File: src/rtl/fifo_pkg.sv
// Shared defaults and types for the single-clock FIFO.
package fifo_pkg;

  localparam int unsigned DEF_WIDTH       = 8;
  localparam int unsigned DEF_DEPTH       = 16;
  localparam int unsigned DEF_ADDR_WIDTH  = 4;
  localparam int unsigned DEF_COUNT_WIDTH = DEF_ADDR_WIDTH + 1;

  // Encoded as {write_accepted, read_accepted}.
  typedef enum logic [1:0] {
    OP_IDLE  = 2'b00,
    OP_READ  = 2'b01,
    OP_WRITE = 2'b10,
    OP_BOTH  = 2'b11
  } op_e;

  function automatic int unsigned count_width(input int unsigned addr_width);
    return addr_width + 1;
  endfunction

endpackage

File: src/rtl/fifo_mem.sv
// Simple dual-port RAM: one write port, one registered read port.
module fifo_mem
  import fifo_pkg::*;
#(
  parameter int unsigned WIDTH      = DEF_WIDTH,
  parameter int unsigned ADDR_WIDTH = DEF_ADDR_WIDTH
) (
  input  logic                  clk,
  input  logic                  rst_n,
  input  logic                  wr_en,
  input  logic [ADDR_WIDTH-1:0] wr_addr,
  input  logic [WIDTH-1:0]      wr_data,
  input  logic                  rd_en,
  input  logic [ADDR_WIDTH-1:0] rd_addr,
  output logic [WIDTH-1:0]      rd_data
);

  localparam int unsigned DEPTH = 1 << ADDR_WIDTH;

  logic [WIDTH-1:0] mem [DEPTH];

  // Storage is deliberately not reset; only the read register is.
  always_ff @(posedge clk) begin
    if (wr_en) mem[wr_addr] <= wr_data;
  end

  always_ff @(posedge clk or negedge rst_n) begin
    if (!rst_n)     rd_data <= '0;
    else if (rd_en) rd_data <= mem[rd_addr];
  end

endmodule

File: src/rtl/fifo.sv
// Single-clock FIFO: pointers, occupancy count, flags and accept logic around fifo_mem.
module fifo
  import fifo_pkg::*;
#(
  parameter int unsigned WIDTH      = DEF_WIDTH,
  parameter int unsigned DEPTH      = DEF_DEPTH,
  parameter int unsigned ADDR_WIDTH = DEF_ADDR_WIDTH
) (
  input  logic             clk,
  input  logic             rst_n,
  input  logic [WIDTH-1:0] data_in,
  input  logic             write_enable,
  input  logic             read_enable,
  output logic [WIDTH-1:0] data_out,
  output logic             full,
  output logic             empty
);

  localparam int unsigned CW = count_width(ADDR_WIDTH);
  localparam logic [CW-1:0] FULL_COUNT = CW'(DEPTH);

  if (DEPTH != (1 << ADDR_WIDTH)) begin : g_depth_check
    $fatal(1, "fifo: DEPTH must equal 2**ADDR_WIDTH");
  end

  logic [ADDR_WIDTH-1:0] wr_ptr;
  logic [ADDR_WIDTH-1:0] rd_ptr;
  logic [CW-1:0]         count;
  logic                  wr_acc;
  logic                  rd_acc;
  op_e                   op;

  assign full  = (count == FULL_COUNT);
  assign empty = (count == '0);

  // A write while full is still accepted when a read frees the slot the same cycle.
  always_comb begin
    rd_acc = read_enable && !empty;
    wr_acc = write_enable && (!full || rd_acc);
    op     = op_e'({wr_acc, rd_acc});
  end

  always_ff @(posedge clk or negedge rst_n) begin
    if (!rst_n) begin
      wr_ptr <= '0;
      rd_ptr <= '0;
      count  <= '0;
    end else begin
      if (wr_acc) wr_ptr <= wr_ptr + 1'b1;
      if (rd_acc) rd_ptr <= rd_ptr + 1'b1;
      case (op)
        OP_WRITE: count <= count + 1'b1;
        OP_READ:  count <= count - 1'b1;
        default:  count <= count;
      endcase
    end
  end

  fifo_mem #(
    .WIDTH      (WIDTH),
    .ADDR_WIDTH (ADDR_WIDTH)
  ) u_mem (
    .clk     (clk),
    .rst_n   (rst_n),
    .wr_en   (wr_acc),
    .wr_addr (wr_ptr),
    .wr_data (data_in),
    .rd_en   (rd_acc),
    .rd_addr (rd_ptr),
    .rd_data (data_out)
  );

`ifndef SYNTHESIS
  a_count_range: assert property (@(posedge clk) disable iff (!rst_n) count <= FULL_COUNT);
  a_flags_excl:  assert property (@(posedge clk) disable iff (!rst_n) !(full && empty));
`endif

endmodule

File: config.mk
export PLATFORM = sky130hd
export DESIGN_NAME = fifo
export DESIGN_NICKNAME = d
export VERILOG_FILES = /design/src/rtl/fifo_pkg.sv /design/src/rtl/fifo_mem.sv /design/src/rtl/fifo.sv
export SDC_FILE = /design/constraint.sdc
export NUM_CORES = 1
export LEC_CHECK = 0
export CORE_MARGIN = 4
export CORE_UTILIZATION = 60
export CTS_BUF_LIST = sky130_fd_sc_hd__clkbuf_8
export DETAILED_ROUTE_END_ITERATION = 10
export GPL_ROUTABILITY_DRIVEN = 1
export PLACE_DENSITY = 0.81
export SETUP_SLACK_MARGIN = 0.3
export SLEW_MARGIN = 20
export SYNTH_ARGS = -nofsm -noshare
export SYNTH_HDL_FRONTEND = slang
export SYNTH_SLANG_ARGS = --single-unit
File: constraint.sdc
create_clock -name clk -period 3.25 [get_ports clk]
set_clock_uncertainty 0.2 [all_clocks]
set_input_delay 0.975 -clock clk [delete_from_list [all_inputs] [get_ports clk]]
set_output_delay 0.975 -clock clk [all_outputs]
set_load 0.01 [all_outputs]
==> impl.org <==
** Status
- Outcome :: finished, final reports clean

** Critical path
- Critical Setup Path Class :: flop to primary output
- STA puts the critical path data required time at 2.07 ns.
- CP Capture Type :: primary output
- Walking the worst path, the cells encountered are buf_4 -> nor4_4 -> nand2_1 -> inv_1 -> dlygate4sd2_1.
- Data on the critical path arrives at its endpoint at between 1.5 and 2 ns.
- Top delay family on crit path :: buffers and inverters
- The largest single stage delay on the critical path is 0.39 ns.
- Worst reg-to-reg setup slack :: ~0.40 ns
- The worst setup path is launched from a flop.
- For this design, the slowest cell found on the critical path is sky130_fd_sc_hd__dfrtp_1.
- In this run the worst path has a maximum fanout of 2.
- Number of buffers and inverters on the critical path :: 3

** Detailed routing
- The highest metal layer carrying signal wires in the routed design is met4.
- Detailed routing placed a total of 5.28 mm of wire on met2.
- Routed length on met1 :: 4.60 mm
- Summed over all nets, wire length on met3 after detailed routing comes to 707 um.
- After detailed routing, the average wire length per cell comes to between 20 and 25 um.
- The pre-antenna-repair detailed-routing pass consisted of 4 iterations.
- Summing over every cut layer, the via total after detailed routing is 2978.
- Wires add up to ~11 mm.
- Final antenna-violating net count :: 0
- After detailed routing, the number of remaining DRC violations is 0.
- The detailed router finished its first iteration with 253 violations.
- In the routed layout, each cell is associated on average with a via count of 5.87.

** Clock network
- TritonCTS created 17 clock buffers.
- Clk buf depth :: 2
- Later-pin clock latency in the skew report :: between 0.4 and 0.5 ns
- The root buffer cell chosen for the clock tree is sky130_fd_sc_hd__clkbuf_8.
- Number of H-tree levels :: 4
- TritonCTS built the clock tree.
- The number of hold buffers added after CTS was 0.
- Clock tree sinks :: 149
- After clock tree synthesis, the clock-pin slew on the worst setup and hold paths is around 0.080 ns.

** Logic synthesis
- Of the total synthesized cell area, the portion taken by AND, OR, NAND and NOR gates is 4.57%.
- Area share of the leading cell type in the synthesized netlist :: 63.8%
- By area, the combinational part of the netlist is dominated by multiplexers.
- The synthesized netlist contains 40 unique library cells.
- The share of the Yosys chip area taken by registers is about 72%.
- Synth Area in XOR/XNOR :: 1.31%
- Synthesized area :: 6030 um^2
- Ranking of synthesized cells by area :: sky130_fd_sc_hd__edfxtp_1 (64%), sky130_fd_sc_hd__mux4_2 (12%), sky130_fd_sc_hd__dfrtp_1 (8.7%)
- Post-Syn Instances :: 308
- Mean Syn Cell Area :: 19.6 um^2
- Post-synthesis net count :: 329
- Synth Warn # :: 0
- Seq cells post-synth :: 149
- The largest total area in the synthesized netlist belongs to sky130_fd_sc_hd__edfxtp_1.
- The synthesized netlist devotes under 10% of its cell area to adder and majority cells.
- Summing the areas of all compound-gate instances in the mapped netlist gives 2.93% of the synthesized area.
- Measured against the total synthesized area, the mux share comes to approximately 15%.

** Global route
- Number of global-route vias before repair :: 3121
- Global routing finished with a remaining overflow of 0.
- Maximum number of pins on one net before global-route repair :: 28
- Wire length of the first global-routing pass :: 17.4 mm
- Combined global-route utilization of all metal layers :: ~21%
- The initial antenna violation count is 0.

** Floorplanning
- Std-Cell Rows :: 36
- The floorplan step set the die width to 108 um.
- Initial standard-cell utilization of the core :: 61.7%
- The core region is 9770 um^2.
- Measured along the y axis, the die boundary spans 108 um.
- Die area :: 11700 um^2
- Number of placed I/O pins :: 22

** STA
- Final count of pins violating max slew :: 0
- Highest achievable clock rate :: 347 MHz
- Worst hold margin :: about 0.32 ns
- Final setup violation count :: 0
- Max-slew headroom at the worst pin :: slightly below 60%
- Period Utilization, post-route :: 88.6%
- At the pin with the least slew margin, the transition time is about 0.6 ns.
- Setup total negative slack on the finished layout was measured at 0 ns.
- Setup repair after global routing could not meet its margin everywhere.
- Final number of hold-violating endpoints :: 0
- The worst path in the final design needs a cycle of 2.88 ns, including I/O delays and setup.

** Place
- Routability-driven placement finished with a final weighted congestion of 0.818.
- Detailed placement finished with a half-perimeter wire length of 7.00 mm.
- Number of input and output port buffers inserted :: 21

** Finish
- Leaving out fill and tap cells, the most frequent cell in the layout is sky130_fd_sc_hd__edfxtp_1.
- NumNets Final :: 382
- 0 antenna diodes ended up in the layout.
- The post-route netlist has 27.8% of its cells at a drive strength greater than 1.
- Area grow syn2layout :: 15.0%
- The library cells used most frequently in the layout, excluding fill and tap cells, are sky130_fd_sc_hd__edfxtp_1 (128), sky130_fd_sc_hd__mux4_2 (32), sky130_fd_sc_hd__buf_4 (25), sky130_fd_sc_hd__clkdlybuf4s50_1 (19), sky130_fd_sc_hd__dfrtp_1 (18).

** Power and ir drop
- Total power divided by cell area :: ~820 nW/um^2
- VDD sags by at most 0.432 mV.
- P_leak :: 2.41 nW

** Flow run
- Max cap viols :: 0

** Hold path
- The worst hold path belongs to the class flop to flop.
-- per-layer routing --
metal  GRT usage (%)  up-vias
met4            7.75        0
met5               0        -
met1            30.2     1522
li1                -     1337
met2            31.8      104
met3            3.82       15
-- area by class of cell --
class,instances,area (um^2)
clock buffers,17,234
clock inverters,15,136
fillers,596,2840
inverters,6,22.5
multi-input cells,140,1590
flip-flops and latches,149,4370
well taps,133,166
repair buffers,47,412
-- report_power, final --
| part | internal [mW] | leakage, nW | total, mW | switching [mW] |
|---|---|---|---|---|
| registers | 2.38 | 1.41 | 2.57 | 0.191 |
| logic | 0.935 | 0.817 | 1.81 | 0.870 |
| clock network | 0.562 | 0.189 | 1.31 | 0.752 |
-- registers in the layout, indices dropped and copies added (netlist names) --
signal / count
wr_ptr: 4
u_mem.rd_data: 8
count: 5
u_mem.mem: 128
rd_ptr: 4
-- worst min-delay path: cells and delay by family (launching register included) --
| family | cells | cell delay, ns |
|---|---|---|
| flip-flops | 1 | 0.37 |
| AO/OA/AOI/OAI | 1 | 0.06 |
| AND/OR/NAND/NOR | 1 | 0.05 |
-- stage by stage --
stage | area [um^2] | std cells | power [mW] | worst slack [ns] | util, %
detailed placement | 6500 | 468 | 4.35 | -0.0147 | 66.5
CTS | 6910 | 504 | 5.69 | 0.168 | 70.6
floorplan | 6030 | 308 | 3.80 | 0.495 | -
finish | 6930 | 507 | 5.69 | 0.370 | 70.9
global placement | 6500 | 468 | 4.28 | 0.0658 | 66.5
global route | 6930 | 507 | 6.00 | 0.242 | 70.9
-- timing repair --
| action | CTS | global route |
|---|---|---|
| endpoints found under the setup margin | 2 | 2 |
| gates resized for setup | 5 | 4 |
| buffers inserted | 4 | 3 |
| pin swaps | 2 | 1 |
-- synthesized netlist by cell type (all sizes together) --
| master | n |
|---|---|
| edfxtp | 128 |
| mux4 | 32 |
| dfrtp | 21 |
| and2 | 16 |
| mux2i | 16 |
| nand2 | 16 |
| buf | 12 |
| xnor2 | 9 |
| ha | 8 |
| o221ai | 8 |
| inv | 6 |
| o21ai | 5 |
| a21oi | 3 |
| mux2 | 3 |
| nor2 | 3 |
| nand4 | 2 |
| nor2b | 2 |
| nor3b | 2 |
| o21a | 2 |
| or2 | 2 |
| a21o | 1 |
| and3 | 1 |
| clkbuf | 1 |
| fa | 1 |
| nand2b | 1 |
| nand3 | 1 |
| nor3 | 1 |
| nor4 | 1 |
| o211ai | 1 |
| o21bai | 1 |
| o32a | 1 |
| or4 | 1 |
-- final timing paths --
kind / start / cells after the start / endpoint
min in group asynchronous: rst_n / 2 / u_mem.rd_data[5]$_DFFE_PN0N_
worst min-delay path: u_mem.rd_data[0]$_DFFE_PN0N_ / 2 / u_mem.rd_data[0]$_DFFE_PN0N_
max in group asynchronous: rst_n / 2 / count[3]$_DFFE_PN0P_
worst max-delay path: count[1]$_DFFE_PN0P_ / 5 / full
worst min register to register: u_mem.rd_data[0]$_DFFE_PN0N_ / 2 / u_mem.rd_data[0]$_DFFE_PN0N_
worst max register to register: count[0]$_DFFE_PN0P_ / 9 / count[4]$_DFFE_PN0P_
-- cells by family (layout without fill, tap and decap cells) --
kind of cell,count (synthesis),in the layout
and+or+nand+nor,49,49
buffers and inverters,19,85
muxes,51,51
adders and majority gates,9,9
xor gates and xnor gates,9,9
DFF,149,149
AOI/OAI and AO/OA,22,22
(Power assumes the default switching activity.)
